**src/rtl/piso_serializer.sv**
```systemverilog
// Parallel-in/serial-out stage: accepts width_p-bit words over valid/ready and
// emits them MSB first on d_o, one bit per cycle with en_i=1, gapless back-to-back.
module piso_serializer #(
    parameter int unsigned width_p = 5
) (
    input  logic               clk_i,
    input  logic               reset_i,
    input  logic               valid_i,
    input  logic [width_p-1:0] data_i,
    output logic               ready_o,
    input  logic               en_i,
    output logic               valid_o,
    output logic               d_o,
    output logic               last_o
);

    localparam int unsigned CNT_W = (width_p > 1) ? $clog2(width_p) : 1;
    localparam logic [CNT_W-1:0] CNT_LAST = CNT_W'(width_p - 1);
    localparam logic [CNT_W-1:0] CNT_PEN  = CNT_W'(width_p - 2);

    typedef enum logic {
        IDLE  = 1'b0,
        SHIFT = 1'b1
    } state_t;

    state_t             state;
    logic               hold_v;
    logic [width_p-1:0] hold_d;
    logic [width_p-1:0] shreg;
    logic [CNT_W-1:0]   cnt;

    // ready_o mirrors ~hold_v as its own flop; outputs are updated alongside the
    // state they describe so every port comes straight from a register.
    always_ff @(posedge clk_i or posedge reset_i) begin
        if (reset_i) begin
            state   <= IDLE;
            hold_v  <= 1'b0;
            hold_d  <= '0;
            shreg   <= '0;
            cnt     <= '0;
            ready_o <= 1'b1;
            valid_o <= 1'b0;
            d_o     <= 1'b0;
            last_o  <= 1'b0;
        end else begin
            // Accept only into an empty buffer, so it never collides with a drain.
            if (valid_i && ready_o) begin
                hold_v  <= 1'b1;
                hold_d  <= data_i;
                ready_o <= 1'b0;
            end

            if (state == IDLE) begin
                if (hold_v) begin
                    state   <= SHIFT;
                    shreg   <= hold_d;
                    cnt     <= '0;
                    hold_v  <= 1'b0;
                    ready_o <= 1'b1;
                    valid_o <= 1'b1;
                    d_o     <= hold_d[width_p-1];
                    last_o  <= 1'b0;
                end
            end else if (en_i) begin
                if (cnt == CNT_LAST) begin
                    cnt <= '0;
                    if (hold_v) begin
                        // Next word follows with no bubble.
                        shreg   <= hold_d;
                        hold_v  <= 1'b0;
                        ready_o <= 1'b1;
                        d_o     <= hold_d[width_p-1];
                        last_o  <= 1'b0;
                    end else begin
                        state   <= IDLE;
                        valid_o <= 1'b0;
                        d_o     <= 1'b0;
                        last_o  <= 1'b0;
                    end
                end else begin
                    shreg  <= {shreg[width_p-2:0], 1'b0};
                    cnt    <= cnt + CNT_W'(1);
                    d_o    <= shreg[width_p-2];
                    last_o <= (cnt == CNT_PEN);
                end
            end
        end
    end

endmodule
```
**config.mk**
```make
export PLATFORM = sky130hd
export DESIGN_NAME = piso_serializer
export DESIGN_NICKNAME = d
export VERILOG_FILES = /design/src/rtl/piso_serializer.sv
export SDC_FILE = /design/constraint.sdc
export NUM_CORES = 1
export LEC_CHECK = 0
export CAP_MARGIN = 10
export CORE_MARGIN = 5
export CORE_UTILIZATION = 55
export DETAILED_ROUTE_END_ITERATION = 10
export GPL_TIMING_DRIVEN = 0
export PLACE_DENSITY = 0.81
export SLEW_MARGIN = 20
export SYNTH_ARGS = -nofsm -noshare
export SYNTH_HDL_FRONTEND = slang
export SYNTH_SLANG_ARGS = --single-unit
```
**constraint.sdc**
```tcl
create_clock -name clk_i -period 2.5 [get_ports clk_i]
set_input_delay 0.5 -clock clk_i [delete_from_list [all_inputs] [get_ports clk_i]]
set_output_delay 0.5 -clock clk_i [all_outputs]
set_load 0.03 [all_outputs]
```
==> flow_summary.yaml <==
status:
  run_status: "completed"
finish:
  post-route-util: 0.6946
  signed_area_change_from_the_synthesized_netlist_to_the_final_layout_pct: 18.65
  commonest_cells_after_routing_fill_and_taps_aside: "sky130_fd_sc_hd__dfrtp_1, sky130_fd_sc_hd__clkdlybuf4s50_1, sky130_fd_sc_hd__nand2_1"
  most_common_cell_after_layout_fill_and_taps_aside: "sky130_fd_sc_hd__dfrtp_1"
  final_cell_area_um2: 1059
  post_route_cells_drive_above_1_share: 0.1633
  design.final.nets: 111
  fillers: 121
  n_antenna_cell: 0
route:
  wl_um: 1507
  drc: 0
  ant_nets: 0
  route.detailed.vias_per_inst: 5.746
  drt_pass1_iterations: 4
  detailroute.via_count: 655
  drt_iter0_drc: 11
  detail_route.wl_per_cell_um: 13.22
critical_path:
  worst-path-max-fanout: 3
  r2r_end: "shreg[2]"
  max_stage_delay_ns: 0.66
  worst_ep_required_time_ns: 2.00
  ff2ff_path_depth: 6
  startpoint_to_endpoint_class_of_the_critical_path: "reg2out"
  worst_setup_path_startpoint: "ready_o"
  path_cells: "clkdlybuf4s50_1"
  cp-endpoint: "ready_o"
  r2r_setup_slack_ns: 1.01
  critical_path_arrival_ns: 1.50
  timing.critical_path.from_type: "flip-flop"
  cell_with_the_biggest_individual_delay_on_the_critical_path: "sky130_fd_sc_hd__clkdlybuf4s50_1"
  cell_depth_of_the_worst_setup_path: 1
  worst_r2r_startpoint: "cnt[0]"
  path_buf_inv: 1
  worstSetupEndpointType: "output pin"
  critical-path-top-delay-family: "buffers and inverters"
clocking:
  clock_latency_ns: 0.29
  number_of_buffers_inserted_to_repair_setup_after_cts: 0
  ctsResizeCount: 0
  cts_root_buffer: "sky130_fd_sc_hd__clkbuf_4"
  cts_hold_buf: 0
  clkSinkCount: 18
  clk_transition_reported_paths_ns: 0.10
  cts_made_buffers: 3
  cts_tree: "done"
  clock_path_buffers: 2
  h_tree_level_count: 1
global_route:
  grt-ovfl-total: 0
  number_of_global_route_vias_before_repair: 661
  grtUsageTotal: 0.1392
  grt_first_pass_wirelength_um: 2794
  grt_max_degree: 19
  grt_antenna_before_repair: 0
synthesis:
  netlist.area_leader.share: 0.4769
  syn_inst: 82
  distinct_cells_synth: 28
  synth.top_cells.by_area: "sky130_fd_sc_hd__dfrtp_1, sky130_fd_sc_hd__mux2_2, sky130_fd_sc_hd__ha_1"
  yosys.area.top_type: "sky130_fd_sc_hd__dfrtp_1"
  yosys_register_bits: 18
  number_of_warnings_printed_during_yosys_synthesis: 0
  synth_area_um2: 892.1
  synth_area_per_cell_um2: 10.88
  mappedNetlistNets: 94
  synth.yosys.seq_area_share: 0.5063
timing:
  transition_at_the_pin_with_the_smallest_max_transition_slack_ns: 0.6527
  setup_viol: 0
  achievable-frequency_mhz: 500.9
  worst_case_hold_slack_ns: 0.4983
  grt_setup_unrepaired: "no"
  slew_headroom: 0.5644
  fin_crit_ns: 1.996
  final_skew_ns: 0.006068
  final-max-slew-violation-count: 0
  hold_viol_final: 0
  setup-tns-final_ns: 0
  final_min_period_over_clock_period: 0.7986
place:
  placement.io_buffers: 12
  gp_congestion: 0.7058
  place_area_um2: 1032
  dpl.hpwl_um: 1137
floorplan:
  dieHeight_um: 50.28
  design.die.area_um2: 2528
  total_i_o_pin_count: 13
  core_area_um2: 1524
  starting_density_of_the_core: 0.5854
  die_w_um: 50.28
  std_cell_rows: 14
power:
  powerDensity_nw_per_um2: 433.0
  power_uw: 458.3
  vdd_drop_max_uv: 347.8
  power.leakage_nw: 0.4760
flow_run:
  max-cap-violations: 0
hold_path:
  hold_path.startpoint: "shreg[2]"
  min-delay-path-class: "reg2reg"
[cell type report]
| cell class | count | area (um^2) | share of cell area |
|---|---|---|---|
| clock buffers | 4 | 26.28 | 0.02482 |
| plain buffers | 4 | 32.53 | 0.03073 |
| repair buffers | 12 | 120.1 | 0.1135 |
| multi-input cells | 55 | 389.1 | 0.3676 |
| inverters | 5 | 18.77 | 0.01773 |
| well taps | 16 | 20.02 | 0.01891 |
| flip-flops and latches | 18 | 451.7 | 0.4267 |
[per-layer routing]
| layer | global-route usage | routed length [um] |
|---|---|---|
| met1 | 0.1808 | 708 |
| met2 | 0.2280 | 699 |
| met3 | 0.02663 | 64 |
| met4 | 0.05240 | 34 |
| met5 | 0 | 0 |
[cell families (layout without fill, tap and decap cells)]
group / count (synthesis) / count (layout) / share of synthesized area
fa+ha+maj: 3 / 3 / 0.04208
simple gates: 29 / 29 / 0.1641
flops: 18 / 18 / 0.5063
mux: 6 / 6 / 0.07433
compound gates: 17 / 17 / 0.1557
buf+inv: 9 / 25 / 0.05750
[state kept, by name, indices dropped and copies added (netlist names)]
signal   cells
hold_d       5
state        1
hold_v       1
cnt          3
last_o       1
shreg        4
ready_o      1
valid_o      1
d_o          1
[synth_stat cells]
cell type,count
sky130_fd_sc_hd__o211ai_1,1
sky130_fd_sc_hd__inv_1,5
sky130_fd_sc_hd__dfrtp_1,17
sky130_fd_sc_hd__a211oi_1,1
sky130_fd_sc_hd__a21oi_1,2
sky130_fd_sc_hd__and3_2,1
sky130_fd_sc_hd__a211o_1,3
sky130_fd_sc_hd__o2bb2ai_1,1
sky130_fd_sc_hd__a32o_1,1
sky130_fd_sc_hd__ha_1,3
sky130_fd_sc_hd__buf_6,2
sky130_fd_sc_hd__a22o_1,3
sky130_fd_sc_hd__buf_2,2
sky130_fd_sc_hd__nand3_1,5
sky130_fd_sc_hd__nand2b_1,3
sky130_fd_sc_hd__mux2_2,5
sky130_fd_sc_hd__nor2_1,2
sky130_fd_sc_hd__o21ai_1,1
sky130_fd_sc_hd__nand2_1,9
sky130_fd_sc_hd__nor3_1,3
sky130_fd_sc_hd__dfstp_2,1
sky130_fd_sc_hd__nor3b_1,1
sky130_fd_sc_hd__a21boi_4,1
sky130_fd_sc_hd__a31o_2,1
sky130_fd_sc_hd__mux2i_1,1
sky130_fd_sc_hd__o21ai_0,2
sky130_fd_sc_hd__and3_1,2
sky130_fd_sc_hd__nor2b_1,3
[worst min-delay path by stage]
stage | to | cells after the start
final | shreg[2] | 1
after global routing | shreg[1] | 1
after CTS | shreg[2] | 1
after detailed placement | shreg[3] | 1
after global placement | shreg[2] | 1
after floorplan | cnt[0] | 1
[power by group]
part / internal [mW] / leakage, nW / total [mW] / switching, mW
logic: 0.0124 / 0.234 / 0.0221 / 0.00971
registers: 0.291 / 0.227 / 0.291 / 0
clock network: 0.0620 / 0.0150 / 0.145 / 0.0832
total: 0.365 / 0.476 / 0.458 / 0.0929
[stage by stage]
| stage | std cells | worst slack [ns] |
|---|---|---|
| after floorplan | 82 | 1.131 |
| after global placement | 110 | 0.7029 |
| after detailed placement | 110 | 0.6797 |
| after CTS | 114 | 0.4878 |
| after global routing | 114 | 0.4443 |
| final | 114 | 0.5035 |
Note: power is estimated with default switching activity, not from simulation.
==> RTL change 1: new RTL, config.mk and constraints unchanged <==
Set the parameter `width_p` to 10 (it was 5).
--- a/src/rtl/piso_serializer.sv
+++ b/src/rtl/piso_serializer.sv
@@ -2,5 +2,5 @@
 // emits them MSB first on d_o, one bit per cycle with en_i=1, gapless back-to-back.
 module piso_serializer #(
-    parameter int unsigned width_p = 5
+    parameter int unsigned width_p = 10
 ) (
     input  logic               clk_i,
Ports: changed (resized data_i); port bits go from 13 to 18. No check against the original RTL was run, so the function may have changed too.
==> RTL change 1 against the unedited design <==
  * First-iteration DRC count grew to 4.5 times the old value
  * Total power rose to 4.4 times the old value
  * Sequential cell count up 11
  * Synthesized area is 61% higher
  * Maximum frequency down 3.1%
  * Clock power grew 100%
  * Global-route usage grew 4.6 points
  * Wire length rose by 89%
  * Cell area rose by 60%
  * Setup slack lost 63 ps
  * Register-to-register slack worse by 110 ps
  * Critical endpoint unchanged
==> RTL change 1: results (changes against the unedited design) <==
Power and ir drop
  – Sw power: 747.5 uW (+700%)
  – Comb pwr: 891 uW (+3900%)
  – Leakage power total: 0.0007380 uW (+55%)
  – Sequential power share: 40.9% (-23 points)
  – Sw Share: 37.22% (+17 points)

Global routing
  – Total track usage: 18.51% (+4.6 points)
  – Vias in the first global route: 1163 (+76%)
  – First-pass GRT wire length: 5.023 mm (+80%)

Drt
  – Vias: 1119 (+71%)
  – WL final: 2.850 mm (+89%)
  – Drt first-iter violations: 50 (+39)
  – Routed len/inst: 15.92 um (+20%)

Worst setup path
  – R2R depth: 4 (-2)
  – FF-to-FF setup slack: 900 ps (-110 ps)
  – Start of the worst register-to-register path: cnt[1]
  – Critical Path Fanout Max: 4 (+1)

Placement
  – Placer Congestion: 0.8580 (+22%)
  – Pre-CTS WS: 626.8 ps (-52.87 ps)
  – Placed instance area: 1630 um2 (+58%)
  – # placed instances: 171 (+55%)

Synthesis
  – Syn_nets: 139 (+48%)
  – Cell count after synthesis: 125 (+52%)
  – Largest cells by area after synthesis: dfrtp_1 49%, mux2_2 7.9%, a221oi_1 4.9%, a2111oi_0 4.3%, buf_6 3.9%

Cells and area
  – Post-layout net count: 162 (+46%)
  – Share of layout cells above drive strength 1: 21.48% (+5.1 points)
  – Regs by FF count: hold_d x10, shreg x9, cnt x4

Timing
  – Min Hold Slack: 493.2 ps (-5.031 ps)
  – Max transition margin: 59.62% (+3.2 points)
  – Clk_skew: 16.17 ps (+10.10 ps)

Outcome
  – Status: finished clean

Min path
  – WHS Endpoint: last_o
  – Hold Crit Start: last_o

Clocking
  – H-tree Lvls: 2 (+1)
  – Clock Latency Late Sink: 330 ps (+40 ps)
  – Total CTS buffers: 5 (+2)
RTL change 1: cell types whose count changed in the layout (fill, tap and decap cells not counted), sizes merged, moves of 5 or more:
cell     unedited run  this run
a2111oi             0         8
a221oi              0         8
buf                 4         9
dfrtp              17        28
inv                 5        12
mux2                5        10
nor2                2        10
RTL change 1: kinds of logic after synthesis:
| logic type | after synthesis | synth area share (%) |
|---|---|---|
| AOI/OAI and AO/OA | 30 | 17.99 |
| muxes | 13 | 9.957 |
| buffers and inverters | 21 | 8.820 |
| and+or+nand+nor | 32 | 12.49 |
| DFF | 29 | 50.74 |
RTL change 1: final cells by class:
| class | instances | area [um2] |
|---|---|---|
| buffer | 9 | 81.33 |
| clock buffer | 8 | 58.81 |
| fill | 188 | 788.3 |
| inverter | 12 | 45.04 |
| multi-input combinational | 75 | 579.3 |
| sequential | 29 | 726.9 |
| tap | 30 | 37.54 |
| timing repair buffer | 16 | 160.2 |
RTL change 1: metal layers:
metal | up-vias | GRT usage [%] | wire length (um)
met5 | - | 0 | 0
met4 | 0 | 9.907 | 42
met3 | 6 | 6.709 | 185
met2 | 45 | 29.46 | 1428
met1 | 563 | 21.83 | 1193
li1 | 505 | - | -
RTL change 1: worst max path at each step:
| stage | start | endpoint | slack, ps |
|---|---|---|---|
| 3_3_place_gp | reset_i | hold_v | 660 |
| 3_5_place_dp | reset_i | cnt[2] | 630 |
| 6_report | ready_o | ready_o | 440 |
| 5_1_grt | ready_o | ready_o | 390 |
| 4_1_cts | ready_o | ready_o | 430 |
| 2_1_floorplan | en_i | shreg[2] | 1060 |
==> RTL change 2: new RTL, same settings <==
Without the edit above. Make the reset (`reset_i`) synchronous in one clocked block.
--- a/src/rtl/piso_serializer.sv
+++ b/src/rtl/piso_serializer.sv
@@ -32,5 +32,5 @@
     // ready_o mirrors ~hold_v as its own flop; outputs are updated alongside the
     // state they describe so every port comes straight from a register.
-    always_ff @(posedge clk_i or posedge reset_i) begin
+    always_ff @(posedge clk_i) begin
         if (reset_i) begin
             state   <= IDLE;
Function: differs if reset_i is asserted again (counterexample within 4 cycles, from zero or initial values and one cycle with reset_i high); with reset_i held inactive, the same outputs for 10 cycles.
==> RTL change 2 against the unedited design <==
  * First-iteration DRC count grew 150%
  * Die area shrank 2.4%
  * Cell area shrank 3.4%
  * Setup slack gained 18 ps
  * Non-clock buffer count is the same
  * Synthesized area shrank 2.9%
  * Worst hold slack lost 92 ps
  * Sequential cell count is the same
  * Wire length grew 17%
  * Largest cell class is now multi-input gates
Power is not compared: it rests on default switching activity, and its combinational part moved more than twofold at a synthesized area within 25%.
==> RTL change 2: results (changes against the unedited design) <==
Outcome
  – Status: finished clean

Global routing
  – Met2 Usage GRT: 25.85% (+3.0 points)
  – Routing usage on met1: 16.97% (-1.1 points)
  – First-pass GRT wire length: 2.884 mm (+3.2%)
  – Vias in the first global route: 666 (+0.76%)
  – Largest net degree at the start of global routing: 11 (-8)
  – Met3 Use GR: 3.614% (+0.95 points)
  – Total track usage: 15.09% (+1.2 points)

Placement
  – Placer Congestion: 0.7512 (+6.4%)
  – Port bufs: 10 (-2)
  – Placed instance area: 985.9 um2 (-4.5%)
  – Detailed placement HPWL: 1.291 mm (+14%)

Worst setup path
  – FF-to-FF setup slack: 890 ps (-120 ps)
  – R2R depth: 4 (-2)
  – Reg2reg end: ready_o
  – Start of the worst register-to-register path: cnt[0]
  – Critical path data arrival time: 1480 ps (-20 ps)
  – Max incr delay on CP: 720 ps (+60 ps)
  – Slowest-stage cell, CP: clkdlybuf4s50_1
  – Critical Path Fanout Max: 8 (+5)

Drt
  – Drt via density: 5.688 (-1.0%)
  – Drt first-iter violations: 27 (+16)
  – WL final: 1.769 mm (+17%)

Synthesis
  – Synth cell types: 32 (+14%)
  – Seq/Total Area, Yosys: 41.62% (-9.0 points)
  – Proportion of synthesized area in mux cells: 3.757% (-3.7 points)
  – Largest cells by area after synthesis: dfxtp_1 42%, a21oi_1 8.7%, nand2_1 4.8%, ha_1 4.3%, nand3_1 4.0%
  – Synth Area in Adders: 4.335% (+0.13 points)
  – Post-synth top cells: 18 x dfxtp_1, 15 x a21oi_1, 11 x nand2_1
  – Post-synthesis xor/xnor area fraction: 0% (unchanged)
  – Syn_nets: 110 (+17%)
  – Synth Area in Compound Gates: 22.25% (+6.7 points)

Min path
  – WHS Endpoint: shreg[2]
  – Hold Path Cell Cnt: 2 (+1)
  – Hold Crit Start: reset_i
  – Hold Crit Class: input port to flop

Clocking
  – Root buffer cell: clkbuf_4
  – Clock Latency Late Sink: 310 ps (+20 ps)

Timing
  – Clk_skew: 2.150 ps (-3.917 ps)
  – Slew at the pin closest to its max-slew limit: 465.8 ps (-186.9 ps)

Cells and area
  – Post-layout net count: 125 (+13%)
  – Share of layout cells above drive strength 1: 16.07% (-0.26 points)
  – FILL cells: 135 (+12%)
==> RTL change 2: worst max path at each step <==
stage,from,endpoint,slack (ps)
final,ready_o,ready_o,520
after global routing,ready_o,ready_o,470
after CTS,ready_o,ready_o,510
after detailed placement,valid_i,hold_v,680
after global placement,valid_i,hold_v,730
after floorplan,cnt[0],ready_o,1040
==> RTL change 2: logic make-up after synthesis <==
kind of cell	Yosys count
and+or+nand+nor	34
AOI/OAI and AO/OA	28
DFF	18
buffers and inverters	13
adders and majority gates	3
muxes	2
==> RTL change 2: routing by layer <==
metal	up-vias	wire length (um)
met4	0	38
met3	5	105
met5	-	0
met1	323	734
li1	376	-
met2	24	890
==> RTL change 2: report_power, final <==
part	internal [uW]	total, uW	switching (uW)
logic	49.8	103	53.5
clock network	89.1	187	98.1
registers	303	313	10.2
==> RTL change 2: cell type report <==
cell class                      count  area share, %
Buffer                              6          3.672
Clock buffer                        4          3.550
Inverter                            7          2.570
Multi-Input combinational cell     67          43.21
Sequential cell                    18          35.25
Tap cell                           16          1.958
Timing Repair Buffer               10          9.792
==> RTL change 2: per-stage QoR <==
stage | hold slack (ps) | cells | util [%] | setup WS (ps) | power (uW)
after global placement | 442.3 | 124 | 65.45 | 726.6 | 419.6
after detailed placement | 445.7 | 124 | 65.45 | 676.9 | 423.5
after global routing | 402.2 | 128 | 67.86 | 466.6 | 629.4
final | 406.4 | 128 | 67.86 | 521.3 | 603.4
after floorplan | 432.2 | 98 | - | 1044 | 390.0
after CTS | 412.9 | 128 | 67.86 | 513.6 | 604.1
